File: config.mk
export PLATFORM = sky130hd
export DESIGN_NAME = dcache_miss_controller
export DESIGN_NICKNAME = d
export VERILOG_FILES = /design/src/rtl/dcache_pkg.sv /design/src/rtl/dcache_tag_store.sv /design/src/rtl/dcache_miss_controller.sv
export SDC_FILE = /design/constraint.sdc
export NUM_CORES = 2
export LEC_CHECK = 0
export BUFFER_PORTS_ARGS = -buffer_cell sky130_fd_sc_hd__clkbuf_2
export CAP_MARGIN = 10
export CORE_MARGIN = 2
export CORE_UTILIZATION = 35
export CTS_CLUSTER_DIAMETER = 120
export CTS_CLUSTER_SIZE = 14
export DETAILED_ROUTE_END_ITERATION = 8
export SLEW_MARGIN = 25
export SYNTH_ARGS = -nofsm -noshare
export SYNTH_HDL_FRONTEND = slang
export SYNTH_HIERARCHICAL = 1
export SYNTH_SLANG_ARGS = --single-unit
File: constraint.sdc
create_clock -name clk -period 12.12 [get_ports clk]
set_input_delay 0.606 -clock clk [delete_from_list [all_inputs] [get_ports clk]]
set_output_delay 0.606 -clock clk [all_outputs]
set_load 0.005 [all_outputs]
File: src/rtl/dcache_pkg.sv
// Shared types, default widths and address-field helpers for the data-cache miss controller.
package dcache_pkg;

   localparam int DEF_ADDR_W   = 32;
   localparam int DEF_INDEX_W  = 6;
   localparam int DEF_OFFSET_W = 2;
   localparam int FIELD_W      = 64;

   typedef enum logic [1:0] {
      IDLE      = 2'd0,
      WRITEBACK = 2'd1,
      REFILL    = 2'd2
   } state_t;

   // Helpers work on a zero-extended address so any ADDR_W up to FIELD_W is supported;
   // callers size-cast the result to the field width they need.
   function automatic logic [FIELD_W-1:0] get_tag(input logic [FIELD_W-1:0] addr,
                                                  input int index_w, input int offset_w);
      return addr >> (index_w + offset_w + 2);
   endfunction

   function automatic logic [FIELD_W-1:0] get_index(input logic [FIELD_W-1:0] addr,
                                                    input int index_w, input int offset_w);
      return (addr >> (offset_w + 2)) & ((FIELD_W'(1) << index_w) - FIELD_W'(1));
   endfunction

   function automatic logic [FIELD_W-1:0] get_offset(input logic [FIELD_W-1:0] addr,
                                                     input int offset_w);
      return (addr >> 2) & ((FIELD_W'(1) << offset_w) - FIELD_W'(1));
   endfunction

endpackage

File: src/rtl/dcache_tag_store.sv
// Tag/valid/dirty arrays of the direct-mapped cache: async read port, sync writes.
// Latency: read is combinational, writes land on the next posedge.
// Backpressure: none; clear has priority over fill and dirty updates.
module dcache_tag_store
   import dcache_pkg::*;
#(
   parameter int INDEX_W = DEF_INDEX_W,
   parameter int TAG_W   = DEF_ADDR_W - DEF_INDEX_W - DEF_OFFSET_W - 2
) (
   input  logic               clk,
   input  logic               clr,
   input  logic [INDEX_W-1:0] rd_index,
   output logic               rd_valid,
   output logic               rd_dirty,
   output logic [TAG_W-1:0]   rd_tag,
   input  logic               fill_en,
   input  logic [INDEX_W-1:0] fill_index,
   input  logic [TAG_W-1:0]   fill_tag,
   input  logic               dirty_en,
   input  logic [INDEX_W-1:0] dirty_index
);

   localparam int LINES = 1 << INDEX_W;

   logic [LINES-1:0] valid_q;
   logic [LINES-1:0] dirty_q;
   logic [TAG_W-1:0] tag_q [LINES];

   assign rd_valid = valid_q[rd_index];
   assign rd_dirty = dirty_q[rd_index];
   assign rd_tag   = tag_q[rd_index];

   always_ff @(posedge clk) begin
      if (clr) begin
         valid_q <= '0;
         dirty_q <= '0;
      end else begin
         if (fill_en) begin
            valid_q[fill_index] <= 1'b1;
            dirty_q[fill_index] <= 1'b0;
         end
         if (dirty_en) begin
            dirty_q[dirty_index] <= 1'b1;
         end
      end
   end

   // Tags are deliberately not cleared: a cleared valid bit already hides them.
   always_ff @(posedge clk) begin
      if (fill_en && !clr) begin
         tag_q[fill_index] <= fill_tag;
      end
   end

endmodule

File: src/rtl/dcache_miss_controller.sv
// Miss sequencer for the write-back direct-mapped D-cache: hit lookup, victim write-back, line refill.
// Latency: hits complete in the request cycle; a miss costs the beats plus memory wait plus one cycle.
// Backpressure: hit=0 stalls the core; each memory beat is held until mem_ready.
module dcache_miss_controller
   import dcache_pkg::*;
#(
   parameter int ADDR_W   = DEF_ADDR_W,
   parameter int INDEX_W  = DEF_INDEX_W,
   parameter int OFFSET_W = DEF_OFFSET_W
) (
   input  logic                clk,
   input  logic                rst_b,
   input  logic                cpu_req,
   input  logic                cpu_we,
   input  logic [ADDR_W-1:0]   cpu_addr,
   output logic                hit,
   output logic                cache_we,
   output logic [INDEX_W-1:0]  cache_index,
   output logic [OFFSET_W-1:0] cache_word,
   output logic                fill_sel,
   output logic                mem_req,
   output logic                mem_we,
   output logic [ADDR_W-1:0]   mem_addr,
   input  logic                mem_ready
);

   localparam int TAG_W = ADDR_W - INDEX_W - OFFSET_W - 2;
   localparam logic [OFFSET_W-1:0] LAST_BEAT = {OFFSET_W{1'b1}};

   function automatic logic [ADDR_W-1:0] line_addr(input logic [TAG_W-1:0]    t,
                                                   input logic [INDEX_W-1:0]  i,
                                                   input logic [OFFSET_W-1:0] b);
      return {t, i, b, 2'b00};
   endfunction

   state_t              state;
   logic [OFFSET_W-1:0] beat;
   logic [TAG_W-1:0]    req_tag;
   logic [TAG_W-1:0]    victim_tag;
   logic [INDEX_W-1:0]  req_index;
   logic                mem_req_q;
   logic                mem_we_q;
   logic [ADDR_W-1:0]   mem_addr_q;

   logic [TAG_W-1:0]    lookup_tag;
   logic [INDEX_W-1:0]  lookup_index;
   logic [OFFSET_W-1:0] lookup_offset;
   logic                rd_valid;
   logic                rd_dirty;
   logic [TAG_W-1:0]    rd_tag;
   logic                lookup_hit;
   logic [OFFSET_W-1:0] beat_nxt;
   logic                last_beat;
   logic                fill_en;
   logic                dirty_en;

   assign lookup_tag    = TAG_W'(get_tag(FIELD_W'(cpu_addr), INDEX_W, OFFSET_W));
   assign lookup_index  = INDEX_W'(get_index(FIELD_W'(cpu_addr), INDEX_W, OFFSET_W));
   assign lookup_offset = OFFSET_W'(get_offset(FIELD_W'(cpu_addr), OFFSET_W));
   assign lookup_hit    = rd_valid && (rd_tag == lookup_tag);
   assign beat_nxt      = beat + 1'b1;
   assign last_beat     = (beat == LAST_BEAT);

   assign fill_en  = rst_b && (state == REFILL) && mem_ready && last_beat;
   assign dirty_en = hit && cpu_we;

   dcache_tag_store #(
      .INDEX_W (INDEX_W),
      .TAG_W   (TAG_W)
   ) u_tag_store (
      .clk         (clk),
      .clr         (!rst_b),
      .rd_index    (lookup_index),
      .rd_valid    (rd_valid),
      .rd_dirty    (rd_dirty),
      .rd_tag      (rd_tag),
      .fill_en     (fill_en),
      .fill_index  (req_index),
      .fill_tag    (req_tag),
      .dirty_en    (dirty_en),
      .dirty_index (lookup_index)
   );

   // Memory-side outputs are registered alongside the state so they carry no cpu_* paths.
   always_ff @(posedge clk) begin
      if (!rst_b) begin
         state      <= IDLE;
         beat       <= '0;
         mem_req_q  <= 1'b0;
         mem_we_q   <= 1'b0;
         mem_addr_q <= '0;
      end else begin
         case (state)
            IDLE: begin
               if (cpu_req && !lookup_hit) begin
                  req_tag    <= lookup_tag;
                  req_index  <= lookup_index;
                  victim_tag <= rd_tag;
                  beat       <= '0;
                  mem_req_q  <= 1'b1;
                  if (rd_valid && rd_dirty) begin
                     state      <= WRITEBACK;
                     mem_we_q   <= 1'b1;
                     mem_addr_q <= line_addr(rd_tag, lookup_index, '0);
                  end else begin
                     state      <= REFILL;
                     mem_we_q   <= 1'b0;
                     mem_addr_q <= line_addr(lookup_tag, lookup_index, '0);
                  end
               end
            end
            WRITEBACK: begin
               if (mem_ready) begin
                  if (last_beat) begin
                     beat       <= '0;
                     state      <= REFILL;
                     mem_we_q   <= 1'b0;
                     mem_addr_q <= line_addr(req_tag, req_index, '0);
                  end else begin
                     beat       <= beat_nxt;
                     mem_addr_q <= line_addr(victim_tag, req_index, beat_nxt);
                  end
               end
            end
            REFILL: begin
               if (mem_ready) begin
                  if (last_beat) begin
                     beat       <= '0;
                     state      <= IDLE;
                     mem_req_q  <= 1'b0;
                     mem_we_q   <= 1'b0;
                     mem_addr_q <= '0;
                  end else begin
                     beat       <= beat_nxt;
                     mem_addr_q <= line_addr(req_tag, req_index, beat_nxt);
                  end
               end
            end
            default: begin
               state <= IDLE;
            end
         endcase
      end
   end

   assign mem_req  = rst_b && mem_req_q;
   assign mem_we   = rst_b && mem_we_q;
   assign mem_addr = rst_b ? mem_addr_q : '0;

   always_comb begin
      hit         = 1'b0;
      cache_we    = 1'b0;
      cache_index = '0;
      cache_word  = '0;
      fill_sel    = 1'b0;
      if (rst_b) begin
         case (state)
            IDLE: begin
               if (cpu_req) begin
                  cache_index = lookup_index;
                  cache_word  = lookup_offset;
                  hit         = lookup_hit;
                  cache_we    = lookup_hit && cpu_we;
               end
            end
            WRITEBACK: begin
               cache_index = req_index;
               cache_word  = beat;
            end
            REFILL: begin
               cache_index = req_index;
               cache_word  = beat;
               cache_we    = mem_ready;
               fill_sel    = mem_ready;
            end
            default: ;
         endcase
      end
   end

endmodule

==> reports/qor.yml <==
setup_viol: 0
cts.hold.buffers_added: 0
min_from: "cpu_addr[18]"
syn_inst: 3578
numPortBuffers: 77
syn_area_um2: 64600
period_minus_slack_ns: 7.26
htree_levels: 4
start_util: 0.352
p_leak_nw: 23.0
synth_ff_type: "edfxtp_1"
fp.dieW_um: 434
power.density_nw_per_um2: 155
avgSynthCellArea_um2: 18.1
via_per_inst: 5.60
hold_depth: 1
gp_congestion: 0.870
crit_slowest_cell: "nor2_1"
synthArstFlopShare: 0
dp_hpwl_um: 97800
insertion_delay_ns: 0.78
yosysTopAreaCell: "edfxtp_1"
ios: 82
cts_tree: "built"
design_area_um2: 72000
synth_seq_cells: 1622
firstDrtPassIters: 5
endpoint_kind: "flop"
yosysMostFrequentCell: "edfxtp_1"
yosys.cell_types.count: 54
worst_path_dominant_cell_family: "simple AND/OR/NAND/NOR gates"
crit_type: "in2reg"
instances_no_fill: 6220
start_kind: "input pin"
reg2reg_to: "u_tag_store/dirty_q[47]"
max_freq_ghz: 0.138
ctsResizeCount: 0
cts.sinks: 1622
fin_worst_skew_ns: 0.0283
areaGrowthSynthToFinish_pct: 11.5
root_buffer: "clkbuf_16"
dp.cells: 6021
grt_pass1_vias: 34200
hold_viol: 0
wl_um: 174000
crit_buf_inv: 4
grt_remaining_overflow: 0
place_area_um2: 68300
critPathMaxFanout: 53
grt_use_total: 0.183
vias: 34800
crit_chain: "buf_8, buf_4, buf_4, clkinv_1, mux2_2, a211oi_2, nor4_1, xnor2_1, nand4_1, or4_1, nor2_1, and2_1, nand2_1, nor2_1, a22oi_1, nor2_1"
worst_slew_pin_slew_ns: 1.19
fp-row-count: 157
slew_headroom: 0.199
fin_crit_sh: 0.599
critPathArrivalTime_ns: 7.96
drive_gt1_frac: 0.236
drcViolationCount: 0
cts_setup_buffers: 0
synth_edf_count: 1458
crit_top_cell: "nor2_1"
cts_buffers: 133
yosysWarnings: 6
r2r-start: "u_tag_store/tag_q[48][13]"
antenna_found_initial: 8
grt_max_degree: 102
rsz0062_at_grt: "no"
die_height_um: 434
finalSetupTns_ns: 0
slew_viol_final: 0
synth_top_area_frac: 0.678
drv_cap: 0
outcome: "finished, final reports clean"
yosys-top-cells-count: "1,458 x edfxtp_1, 271 x mux4_2, 231 x nor2_1, 206 x mux2i_1, 164 x dfxtp_1"
yosysSeqAreaShare: 0.729
core-area_um2: 183000
vdd_drop_max_uv: 142
r2r_setup_slack_ns: 6.28
nets: 3737
fin_util: 0.393
ant_nets: 0
synthTopCellsByArea: "edfxtp_1 68%, mux4_2 9.4%, dfxtp_1 5.1%"
whs_ns: 0.0681
cts_buffer_depth: 3
cpPeakStageDelay_ns: 0.94
worstPathRequired_ns: 12.82
drtIter0Drc: 3670
reg2regPathDepth: 14
min_to: "req_tag[8]"
grt_pass1_wl_um: 248000
clk_pin_slew_ns: 0.07
wl_per_cell_um: 27.9
die-area_um2: 188000
hold_class: "in2reg"
per-layer routing:
layer | vias to the layer above | wire, um | track usage
li1 | 14600 | - | -
met1 | 18500 | 72800 | 0.249
met2 | 1401 | 81500 | 0.292
met3 | 313 | 12200 | 0.0313
met4 | 4 | 7270 | 0.0751
met5 | - | 24 | 0
metrics by stage:
stage	worst slack, ns	total power, mW
global route	4.75	11.5
detailed placement	4.09	7.34
floorplan	6.92	6.99
CTS	4.93	11.2
finish	4.86	11.2
global placement	4.05	7.32
state kept, by name, indices dropped and copies added, names as in the netlist:
signal	flops
mem_addr_q	30
u_tag_store/dirty_q	64
mem_we_q	1
req_index	6
req_tag	22
mem_req_q	1
state	2
victim_tag	22
u_tag_store/valid_q	64
u_tag_store/tag_q	1408
beat	2
worst register-to-register path, delay by kind of cell (launching register included):
| kind | cells | cell delay [ns] |
|---|---|---|
| DFF | 1 | 0.37 |
| and+or+nand+nor | 9 | 3.26 |
| xor gates and xnor gates | 1 | 0.22 |
| AOI/OAI and AO/OA | 2 | 1.10 |
| muxes | 2 | 0.80 |
logic make-up (layout without fill, tap and decap cells):
| logic type | Yosys count | in the layout | share of synthesized area |
|---|---|---|---|
| simple gates | 513 | 513 | 0.0366 |
| buf+inv | 263 | 432 | 0.0210 |
| other cells | 1 | 10 | 0.0000581 |
| fa+ha+maj | 5 | 5 | 0.000969 |
| xor+xnor | 22 | 22 | 0.00298 |
| mux | 621 | 621 | 0.153 |
| flops | 1622 | 1622 | 0.729 |
| compound gates | 531 | 531 | 0.0569 |
area by class of cell:
| type | count | area (um2) |
|---|---|---|
| Antenna cell | 8 | 20.0 |
| Clock buffer | 183 | 3600 |
| Clock inverter | 5 | 38.8 |
| Fill cell | 16500 | 111000 |
| Inverter | 21 | 83.8 |
| Multi-Input combinational cell | 1694 | 16500 |
| Sequential cell | 1622 | 47100 |
| Tap cell | 2464 | 3080 |
| Timing Repair Buffer | 223 | 1610 |
cells in the final DEF (no fill, tap or decap), types with 46 or more instances in the layout:
cell type  count
mux4_2       271
nand2_1      112
edfxtp_1    1458
clkbuf_16    137
a211oi_1      84
dfxtp_1      164
mux2i_1      206
a221oi_1      67
buf_4        135
a21oi_1      157
clkbuf_2      72
mux2_2       122
a22oi_1       97
nor2_1       161
clkbuf_1      46
nor2_2        66
how the worst max path moves through the flow:
stage	start	endpoint	slack [ns]	depth (start not counted)
2_1_floorplan	cpu_addr[4]	req_index[0]	6.92	11
3_3_place_gp	cpu_addr[4]	u_tag_store/dirty_q[62]	4.05	17
3_5_place_dp	cpu_addr[4]	u_tag_store/dirty_q[15]	4.09	17
4_1_cts	cpu_addr[4]	u_tag_store/dirty_q[31]	4.93	17
5_1_grt	cpu_addr[5]	u_tag_store/dirty_q[47]	4.75	18
6_report	cpu_addr[6]	u_tag_store/dirty_q[47]	4.86	16
report_power, final:
group	internal [mW]	switching (mW)
logic	0.342	0.646
registers	6.21	0.0303
clock network	2.05	1.88
total	8.60	2.55
(Power assumes the default switching activity.)
